$ cat config.mk
export PLATFORM = sky130hd
export DESIGN_NAME = frc_readout_ctrl
export DESIGN_NICKNAME = d
export VERILOG_FILES = /design/src/rtl/MD_pkg.sv /design/src/rtl/frc_readout_ctrl.sv
export SDC_FILE = /design/constraint.sdc
export NUM_CORES = 1
export LEC_CHECK = 0
export BUFFER_PORTS_ARGS = -buffer_cell sky130_fd_sc_hd__buf_4
export CAP_MARGIN = 5
export CORE_ASPECT_RATIO = 1.5
export CORE_MARGIN = 2
export CORE_UTILIZATION = 40
export DETAILED_ROUTE_END_ITERATION = 6
export SYNTH_ARGS = -nofsm -noshare
export SYNTH_HDL_FRONTEND = slang
export SYNTH_SLANG_ARGS = --single-unit
$ cat constraint.sdc
create_clock -name clk -period 1.7 [get_ports clk]
set_input_delay 0.17 -clock clk [delete_from_list [all_inputs] [get_ports clk]]
set_output_delay 0.17 -clock clk [all_outputs]
set_load 0.02 [all_outputs]
$ cat src/rtl/MD_pkg.sv
// Shared MD-engine constants and types used by the force readout controller.
package MD_pkg;

    localparam int PARTICLE_ID_WIDTH = 8;
    localparam int FRC_DRAIN_CYCLES  = 6;

    typedef enum logic [2:0] {
        ST_IDLE   = 3'd0,
        ST_DRAIN  = 3'd1,
        ST_SETTLE = 3'd2,
        ST_READ   = 3'd3,
        ST_DONE   = 3'd4
    } frc_rd_state_e;

endpackage

$ cat src/rtl/frc_readout_ctrl.sv
// Waits for both force buffers to drain and settle, then streams cache
// read-and-clear addresses to the motion-update consumer under backpressure.
module frc_readout_ctrl #(
    parameter int DRAIN_CYCLES      = MD_pkg::FRC_DRAIN_CYCLES,
    parameter int PARTICLE_ID_WIDTH = MD_pkg::PARTICLE_ID_WIDTH
) (
    input  logic                         clk,
    input  logic                         rst,
    input  logic                         i_start,
    input  logic [PARTICLE_ID_WIDTH:0]   i_num_particles,
    input  logic                         i_force_done,
    input  logic                         i_home_buf_empty,
    input  logic                         i_nb_buf_empty,
    input  logic                         i_mu_ready,
    output logic [PARTICLE_ID_WIDTH-1:0] o_MU_rd_addr,
    output logic                         o_MU_rd_en,
    output logic [PARTICLE_ID_WIDTH-1:0] o_frc_parid,
    output logic                         o_frc_parid_valid,
    output logic                         o_busy,
    output logic                         o_done
);
    import MD_pkg::*;

    localparam int AW = PARTICLE_ID_WIDTH + 1;
    localparam int SW = (DRAIN_CYCLES > 1) ? $clog2(DRAIN_CYCLES) : 1;

    logic [1:0]                   rst_sync_q;
    logic                         rst_n_int;
    frc_rd_state_e                state_q;
    logic [AW-1:0]                addr_q;
    logic [AW-1:0]                cnt_max_q;
    logic [SW-1:0]                settle_q;
    logic [PARTICLE_ID_WIDTH-1:0] parid_q;
    logic                         parid_vld_q;
    logic                         bufs_empty;

    // Assertion reaches the state flops immediately; release is re-timed to clk.
    always_ff @(posedge clk or negedge rst) begin
        if (!rst) rst_sync_q <= 2'b00;
        else      rst_sync_q <= {rst_sync_q[0], 1'b1};
    end
    assign rst_n_int = rst_sync_q[1];

    assign bufs_empty = i_home_buf_empty & i_nb_buf_empty;

    always_ff @(posedge clk or negedge rst_n_int) begin
        if (!rst_n_int) begin
            state_q   <= ST_IDLE;
            addr_q    <= '0;
            cnt_max_q <= '0;
            settle_q  <= '0;
        end else begin
            case (state_q)
                ST_IDLE: begin
                    if (i_start) begin
                        cnt_max_q <= i_num_particles;
                        addr_q    <= '0;
                        state_q   <= ST_DRAIN;
                    end
                end
                ST_DRAIN: begin
                    if (i_force_done && bufs_empty) begin
                        settle_q <= SW'(DRAIN_CYCLES - 1);
                        state_q  <= ST_SETTLE;
                    end
                end
                ST_SETTLE: begin
                    // Late forces landing in a buffer restart the whole drain check.
                    if (!bufs_empty)
                        state_q <= ST_DRAIN;
                    else if (settle_q == '0)
                        state_q <= (cnt_max_q == '0) ? ST_DONE : ST_READ;
                    else
                        settle_q <= settle_q - SW'(1);
                end
                ST_READ: begin
                    if (i_mu_ready) begin
                        addr_q <= addr_q + AW'(1);
                        if (addr_q + AW'(1) == cnt_max_q) state_q <= ST_DONE;
                    end
                end
                ST_DONE:  state_q <= ST_IDLE;
                default:  state_q <= ST_IDLE;
            endcase
        end
    end

    assign o_MU_rd_en   = (state_q == ST_READ) && i_mu_ready;
    assign o_MU_rd_addr = addr_q[PARTICLE_ID_WIDTH-1:0];
    assign o_busy       = (state_q != ST_IDLE);
    assign o_done       = (state_q == ST_DONE);

    // Tracks the one-cycle read latency of the force cache.
    always_ff @(posedge clk or negedge rst_n_int) begin
        if (!rst_n_int) begin
            parid_q     <= '0;
            parid_vld_q <= 1'b0;
        end else begin
            parid_q     <= o_MU_rd_addr;
            parid_vld_q <= o_MU_rd_en;
        end
    end

    assign o_frc_parid       = parid_q;
    assign o_frc_parid_valid = parid_vld_q;

endmodule

==> metrics, run 1 <==
RSZ-0062 raised after global routing true; outcome complete, but fails checks; R2R cell count 7; CTS H-tree depth 2; Async S/R FF share, synth 100%; CP Max Fanout 4; post-route setup TNS -0.498 ns; WL/cell 15.2 um; cts bufs inserted 5; clk slew on worst S/H paths about 0.070 ns; R2R Path End state_q[1]; Worst setup SP type flop; Worst Path Required about 1.9 ns; Die ar. between 5000 and 6000 um2; Fmax between 500 and 600 MHz; clk sinks 35; post-synthesis to final-layout area growth 40.2%; Synth Register Bits 35; pin count of the biggest net entering global routing 30; area share of the largest cell type after synthesis 46.7%; Post-synth EDFFs 0; antenna violations before repair 0; DIE HEIGHT slightly below 90 um; GR Overflow Total 0; sequential cell area fraction in the yosys report a little under half; final setup vio count 4; first-pass GRT wire length ~7.6 mm; Initial Util 41.6%; DRC viols 0; Netlist Area Pre-Place approximately 1900 um2; Post-DRT Antenna Nets 0; Final Wtd Congestion 0.813; most area-hungry cell type in the Yosys netlist dfrtp_1; Core ar. approximately 4500 um2; final wirelength around 4.7 mm; Mapped Cells 190; Initial DRC Count between 80 and 90; highest routed layer met4; Die X 59.9 um; Max-Cap Viols 0; LEAKAGE ~1.2 nW; input/output buffers 35; DRT Pass-1 Iters 4; r2r setup slk -0.18 ns; met2 wire length ~2.7 mm; yosys warns 0; worst setup margin -0.176 ns; Total Routing Usage GR about a fifth; Reg2Reg Launch Point addr_q[0]; Placed Area about 2400 um2; syn_nets 209; CTS tree yes; kind of critical path reg -> reg; Syn Area/Cell slightly below 10 um2; site row count 30; largest buffer count on any clock path 2; post-layout total power about 3.5 mW; Yosys cell types ~50; met1 wire length approximately 1.7 mm; Synth area leaders dfrtp_1 (47%), o21ai_0 (4.8%), mux2_1 (4.2%); dpl ws -0.158 ns; CP Capture Type flop; IO Count 36; worst hold path class reg -> async; failing checks setup timing; final hold vios 0; ANT cells 0; crit path DAT slightly above 2 ns; worst-case vdd ir drop about 0.00075 V; Fillers 414; Detail Placement HPWL 3.53 mm; cell area after layout 2630 um2; vias per cell between 5 and 6; nets 280; Final Max Slew Viols 0; vias in the first global route between 1500 and 2000; fin crit share 110%; worst skew pair latency about 0.28 ns; met3 WL ~170 um; vias approximately 1700; share of layout cells above drive strength 1 43.1%; pwr dens ~1300 nW/um2; final critical-path required period around 1.9 ns; Main synth FF type dfrtp_1; Worst Setup SP addr_q[0]; clock skew 0.00768 ns; root buffer cell clkbuf_8
## power by group
part	switching, mW	leakage [nW]	internal [mW]	total [mW]
combinational	0.810	0.741	0.841	1.65
sequential	0.235	0.445	1.06	1.29
clock	0.278	0.0385	0.289	0.567
total	1.32	1.22	2.19	3.51
## cells in the mapped netlist, types with 3 or more instances
cell / count
inv_1: 5
nor2_1: 16
buf_4: 9
o31ai_1: 4
nand2_1: 16
a31oi_1: 4
dfrtp_1: 35
or3_1: 3
a21oi_1: 5
mux2_1: 7
o21ai_0: 18
ha_1: 3
nand3_1: 12
xnor2_1: 5
and2_1: 3
xor2_1: 3
## repair_timing
action / 4_1_cts / 5_1_grt
setup buffers: 5 / 2
gates cloned: 0 / 1
setup endpoints to repair: 4 / 11
resized for setup: 9 / 10
pin swaps: 9 / 5
endpoints found under the hold margin: 2 / 0
hold buffers: 1 / 0
## layer usage
layer	up-vias	track usage, %
met5	-	0
met4	0	9.49
met3	10	3.55
met2	42	35.8
met1	819	19.6
li1	809	-
## worst max-delay path: stages (launching register included)
cell and delay, ns:
dfrtp_2 0.41, ha_4 0.16, and3_4 0.21, nand3_4 0.09, xnor2_2 0.15, a221oi_2 0.31, nand3_2 0.12, a221o_1 0.30
## flip-flops by register name, indices dropped and copies added (netlist names)
register / cells
o_frc_parid_valid: 1
addr_q: 9
settle_q: 3
rst_sync_q: 2
cnt_max_q: 9
o_frc_parid: 8
state_q: 3
## per-stage QoR
stage               util [%]  hold WS, ns  std cells
floorplan                  -       -0.126        190
global placement        53.2      -0.0451        293
detailed placement      53.2      -0.0459        293
CTS                     56.9       0.0808        307
global route            58.4       0.0947        310
finish                  58.4       0.0748        310
## cell usage in the layout (no fill, tap or decap), types with 3 or more instances in the layout
| cell | synthesis | routed |
|---|---|---|
| a21oi_1 | 5 | 4 |
| a31oi_1 | 4 | 4 |
| and2_1 | 3 | 3 |
| buf_4 | 9 | 76 |
| clkbuf_8 | 0 | 5 |
| dfrtp_1 | 35 | 32 |
| dfrtp_2 | 0 | 3 |
| inv_1 | 5 | 4 |
| mux2_1 | 7 | 7 |
| nand2_1 | 16 | 16 |
| nand3_1 | 12 | 10 |
| nor2_1 | 16 | 16 |
| o21ai_0 | 18 | 18 |
| o31ai_1 | 4 | 3 |
| xnor2_1 | 5 | 4 |
## worst max path at each step
stage               slack [ns]  cells after the start         end
floorplan                -0.16                      7  state_q[1]
detailed placement       -0.16                      7  state_q[1]
finish                   -0.18                      7  state_q[1]
global route             -0.29                      8  state_q[1]
CTS                      -0.14                      7  state_q[1]
global placement         -0.08                      7  state_q[1]
## cells by family (layout without fill, tap and decap cells)
logic type | Yosys count | in the layout | share of synthesized area (%)
other cells | 1 | 1 | 0.200
fa+ha+maj | 3 | 3 | 2.00
mux | 9 | 9 | 5.40
compound gates | 47 | 47 | 16.8
flops | 35 | 35 | 46.7
buf+inv | 20 | 91 | 6.34
xor+xnor | 8 | 8 | 3.74
simple gates | 67 | 68 | 18.8
## final cells by class
cell class | instances | area [um2] | area share (%)
Sequential cell | 35 | 880 | 33.5
Clock buffer | 7 | 76.3 | 2.90
Inverter | 6 | 25.0 | 0.952
Timing Repair Buffer | 77 | 581 | 22.1
Tap cell | 48 | 60.1 | 2.28
Multi-Input combinational cell | 136 | 1000 | 38.0
Clock inverter | 1 | 7.51 | 0.286
Power figures use the tool's default switching activity.
==> run 2: changes to the inputs <==
--- a/config.mk
+++ b/config.mk
@@ -9,8 +9,9 @@
 export CAP_MARGIN = 5
 export CORE_ASPECT_RATIO = 1.5
 export CORE_MARGIN = 2
-export CORE_UTILIZATION = 40
+export CORE_UTILIZATION = 45
 export DETAILED_ROUTE_END_ITERATION = 6
+export PLACE_DENSITY = 0.67
 export SYNTH_ARGS = -nofsm -noshare
 export SYNTH_HDL_FRONTEND = slang
 export SYNTH_SLANG_ARGS = --single-unit
==> metrics, run 2 (synthesis gave the netlist of run 1 again) <==
input/output buffers 35 (unchanged); post-route setup TNS -0.140 ns (+0.358 ns); final hold vios 0 (unchanged); failing checks setup timing; Final Wtd Congestion 0.886 (+9.0%); Total Routing Usage GR 20.4% (+1.2 points); clk slew on worst S/H paths 0.07 ns (about the same); vias in the first global route 1676 (-2.0%); hold path start i_num_particles[3]; Seq pwr share 36.9% (about the same); Worst Path Required 1.88 ns (+0.02 ns); post-layout total power 3.49 mW (-0.62%); CTS tree yes; Fmax 554 MHz (+4.0%); Core ar. 3960 um2 (-12%); post-synthesis to final-layout area growth 36.3%; nets 272 (-2.9%); CP Capture Type flop; LEAKAGE 1.19 nW (-2.5%); worst setup margin -0.104 ns (+0.0720 ns); Worst setup SP type flop; R2R Path End state_q[1]; RSZ-0062 raised after global routing true; final critical-path required period 1.80 ns (-0.0720 ns); ANT cells 0 (unchanged); commonest non-fill, non-tap cells in the layout buf_4 (69), dfrtp_1 (32), o21ai_0 (18); Hold Path Depth 2; switching power 1.30 mW (-1.9%); IO Count 36 (unchanged); pin count of the biggest net entering global routing 34 (+13%); Worst Setup SP addr_q[0]; cts bufs inserted 5 (unchanged); pwr dens 1360 nW/um2 (+2.2%); Fillers 339 (-18%); clock skew 0.00490 ns (-0.00278 ns); WL/cell 14.8 um (-3.0%); r2r setup slk -0.10 ns (+0.07 ns); Die ar. 4710 um2 (-11%); share of layout cells above drive strength 1 40.6% (-2.6 points); outcome complete, but fails checks; Reg2Reg Launch Point addr_q[0]; antenna violations before repair 0 (unchanged); DIE HEIGHT 83.1 um (-5.5%); R2R cell count 7 (unchanged); FF+latch area 880 um2 (unchanged); Max-Cap Viols 0 (unchanged); worst-case vdd ir drop 0.00132 V (+76%); Clock Power Share 19.1% (+2.9 points); final core occ 64.6% (+6.2 points); Sw Share 37.2% (-0.50 points); final setup vio count 3 (-1); vias 1612 (-4.0%); Post-DRT Antenna Nets 0 (unchanged); Internal 2.19 mW (+0.17%); Combinational Power Share 44.0% (-3.1 points); Non-Filler Instances 299 (-3.5%); hold_ws 0.0964 ns (+0.0216 ns); Die X 56.7 um (-5.3%); GR Overflow Total 0 (unchanged); DRC viols 0 (unchanged); final wirelength 4.42 mm (-6.4%); clk sinks 35 (unchanged); placed cell count 288 (-1.7%); DRT Pass-1 Iters 4 (unchanged); worst hold path class in -> reg; Detail Placement HPWL 3.39 mm (-3.9%); Worst Setup EP state_q[1]; Initial Util 47.4% (+5.7 points); fin crit share 106% (-4.2 points); first-pass GRT wire length 7.54 mm (-0.82%); crit path DAT 1.98 ns (-0.06 ns); root buffer cell clkbuf_8; CP Max Fanout 4 (unchanged); CTS H-tree depth 2 (unchanged); vias per cell 5.39 (-0.52%); largest buffer count on any clock path 2 (unchanged); area of the multi-input gates 966 um2 (-3.4%); kind of critical path reg -> reg; Initial DRC Count 35 (-59%); commonest non-fill, non-tap cell in the layout buf_4; Final Max Slew Viols 0 (unchanged); worst skew pair latency 0.29 ns (about the same); site row count 28 (-6.7%)
## run 2: power groups by stage
stage	clock (mW)	combinational, mW	sequential [mW]
floorplan	0	0.853	1.30
global placement	0	1.41	1.27
detailed placement	0	1.47	1.29
CTS	0.690	1.53	1.28
global route	0.719	1.68	1.32
finish	0.667	1.53	1.29
## run 2: layout make-up
cell class                      instances  share of cell area (%)
Clock inverter                          1                   0.294
Tap cell                               45                    2.20
Sequential cell                        35                    34.4
Inverter                                6                   0.881
Clock buffer                            7                    3.77
Timing Repair Buffer                   70                    20.7
Multi-Input combinational cell        135                    37.8
## run 2: repair_timing
| action | 4_1_cts | 5_1_grt |
|---|---|---|
| setup buffers | 2 | 0 |
| setup endpoints to repair | 4 | 4 |
| resized for setup | 7 | 6 |
| pin swaps | 5 | 4 |
| endpoints found under the hold margin | 2 | 0 |
| hold buffers | 1 | 0 |
## run 2: per-stage QoR
step                instance area [um2]  setup slack, ns
finish                             2560           -0.104
detailed placement                 2380           -0.224
global placement                   2380           -0.151
floorplan                          1920           -0.158
CTS                                2530           -0.117
global route                       2560           -0.215
## run 2: per-layer routing
metal	part of all wire (%)	GRT usage (%)	up-vias	wire length (um)
met4	1.6	8.87	0	72
li1	-	-	794	-
met2	60	39.1	25	2640
met3	3.0	3.74	6	134
met1	36	20.3	787	1580
met5	0	0	-	0
## run 2: worst min path at each step
stage	to	slack, ns
final	cnt_max_q[3]	0.1
after global routing	cnt_max_q[0]	0.1
after CTS	cnt_max_q[3]	0.09
after detailed placement	rst_sync_q[0]	-0.05
after global placement	rst_sync_q[1]	-0.05
after floorplan	rst_sync_q[0]	-0.13
## run 2: critical path, cell delays in order, from the launching register on
cell,delay [ns]
dfrtp_2,0.40
ha_4,0.15
and3_4,0.21
nand3_4,0.09
xnor2_2,0.14
a221oi_2,0.28
nand3_2,0.11
a221o_1,0.30
==> run 3: changes to the inputs <==
--- a/config.mk
+++ b/config.mk
@@ -5,13 +5,13 @@
 export SDC_FILE = /design/constraint.sdc
 export NUM_CORES = 1
 export LEC_CHECK = 0
-export BUFFER_PORTS_ARGS = -buffer_cell sky130_fd_sc_hd__buf_4
+export BUFFER_PORTS_ARGS = -buffer_cell sky130_fd_sc_hd__buf_2
 export CAP_MARGIN = 5
 export CORE_ASPECT_RATIO = 1.5
 export CORE_MARGIN = 2
 export CORE_UTILIZATION = 45
 export DETAILED_ROUTE_END_ITERATION = 6
-export PLACE_DENSITY = 0.67
+export PLACE_DENSITY = 0.64
 export SYNTH_ARGS = -nofsm -noshare
 export SYNTH_HDL_FRONTEND = slang
 export SYNTH_SLANG_ARGS = --single-unit
==> metrics, run 3 (synthesis gave the netlist of run 1 again) <==
CTS H-tree depth 2 (unchanged); Max-Cap Viols 0 (unchanged); vias in the first global route 1728 (+3.1%); input/output buffers 35 (unchanged); Worst Path Required 1.87 ns (about the same); CP Max Fanout 4 (unchanged); worst-case vdd ir drop 0.00115 V (-13%); final hold vios 0 (unchanged); LEAKAGE 1.19 nW (-0.26%); Critical path buffers and inverters 0 (unchanged); kind of critical path reg -> reg; Max stage delay on crit path 0.46 ns (+0.06 ns); Detail Placement HPWL 3.46 mm (+2.0%); clk slew on worst S/H paths 0.07 ns (about the same); clock skew 0.00246 ns (-0.00244 ns); worst hold path class reg -> async; fin crit share 109% (+3.1 points); post-synthesis to final-layout area growth 33.2%; Die X 56.7 um (unchanged); final critical-path required period 1.86 ns (+0.0534 ns); vias per cell 5.52 (+2.4%); largest buffer count on any clock path 2 (unchanged); critical path's slowest cell dfrtp_1; DIE HEIGHT 83.1 um (unchanged); Die ar. 4710 um2 (unchanged); worst skew pair latency 0.28 ns (about the same); vias 1668 (+3.5%); cts bufs inserted 5 (unchanged); Initial DRC Count 60 (+71%); Worst setup SP type flop; first-pass GRT wire length 7.71 mm (+2.3%); site row count 28 (unchanged); WL/cell 15.2 um (+2.8%); post-route setup TNS -0.294 ns (-0.155 ns); Final Max Slew Viols 0 (unchanged); crit path DAT 2.03 ns (+0.05 ns); antenna violations before repair 0 (unchanged); CP Capture Type flop; Post-DRT Antenna Nets 0 (unchanged); root buffer cell clkbuf_8; final setup vio count 3 (unchanged); clk sinks 35 (unchanged); GR Overflow Total 0 (unchanged); nets 275 (+1.1%); crit-path cells nand4_4 -> or3_1 -> nor2_1 -> o32a_2 -> nand3_2 -> a221o_1; pwr dens 1370 nW/um2 (+0.15%); final wirelength 4.59 mm (+3.8%); RSZ-0062 raised after global routing true; pin count of the biggest net entering global routing 28 (-18%); commonest non-fill, non-tap cells in the layout buf_2 (35), buf_4 (35), dfrtp_1 (32); Core ar. 3960 um2 (unchanged); ANT cells 0 (unchanged); CTS tree yes; critical path's top delay family simple AND/OR/NAND/NOR gates; IO Count 36 (unchanged); DRT Pass-1 Iters 4 (unchanged); dpl ws -0.161 ns (+0.0633 ns); Initial Util 47.4% (unchanged); failing checks setup timing; outcome complete, but fails checks; Fmax 538 MHz (-2.9%); DRC viols 0 (unchanged); worst setup margin -0.158 ns (-0.0534 ns); Final Wtd Congestion 0.872 (-1.6%); Total Routing Usage GR 20.6% (+0.23 points); share of layout cells above drive strength 1 41.6% (+1.1 points)
==> run 3: final timing paths <==
check	start	end	slack, ns	cells past startpoint
max	addr_q[3]	state_q[1]	-0.16	6
min	rst_sync_q[1]	o_frc_parid[2]	0.1	0
max reg2reg	addr_q[3]	state_q[1]	-0.16	6
min reg2reg	rst_sync_q[1]	o_frc_parid[2]	0.1	0
max in group asynchronous	rst_sync_q[1]	addr_q[0]	0.95	1
min in group clk	i_num_particles[6]	cnt_max_q[6]	0.10	2
==> run 3: through the flow <==
step | instance area [um2] | cells | util [%] | total power [mW] | hold WS, ns
floorplan | 1920 | 190 | - | 2.15 | -0.126
global placement | 2290 | 288 | 57.9 | 2.61 | -0.0441
detailed placement | 2290 | 288 | 57.9 | 2.68 | -0.0404
CTS | 2410 | 298 | 61.0 | 3.31 | 0.0966
global route | 2500 | 302 | 63.1 | 3.65 | 0.106
finish | 2500 | 302 | 63.1 | 3.41 | 0.0995
==> run 3: power by group <==
| group | internal, mW | switching, mW |
|---|---|---|
| Combinational | 0.751 | 0.798 |
| Clock | 0.287 | 0.282 |
| Sequential | 1.06 | 0.237 |
==> run 3: layout make-up <==
cell class	instances	area (um2)
inverter	6	25.0
clock inverter	1	5.00
fill	333	1460
clock buffer	7	76.3
timing repair buffer	72	459
sequential	35	880
tap	45	56.3
multi-input combinational	136	997
==> run 3: worst register-to-register path: stages, from the launching register on <==
cell and delay, ns:
dfrtp_1 0.46, nand4_4 0.16, or3_1 0.41, nor2_1 0.13, o32a_2 0.20, nand3_2 0.09, a221o_1 0.30
==> run 3: routing by layer <==
layer  GRT usage [%]  up-vias  routed length [um]
met5               0        -                   0
met1            21.5      823                1730
li1                -      805                   -
met4            8.66        0                  82
met3            3.43        7                 124
met2            39.0       33                2660
==> run 3: timing repair <==
| action | in CTS | in global routing |
|---|---|---|
| pin swaps | 2 | 4 |
| resized for setup | 6 | 14 |
| buffers inserted | 1 | 3 |
| cloned | 0 | 1 |
| setup endpoints to repair | 4 | 13 |
| hold buffers | 1 | 0 |
| hold endpoints to repair | 2 | 0 |
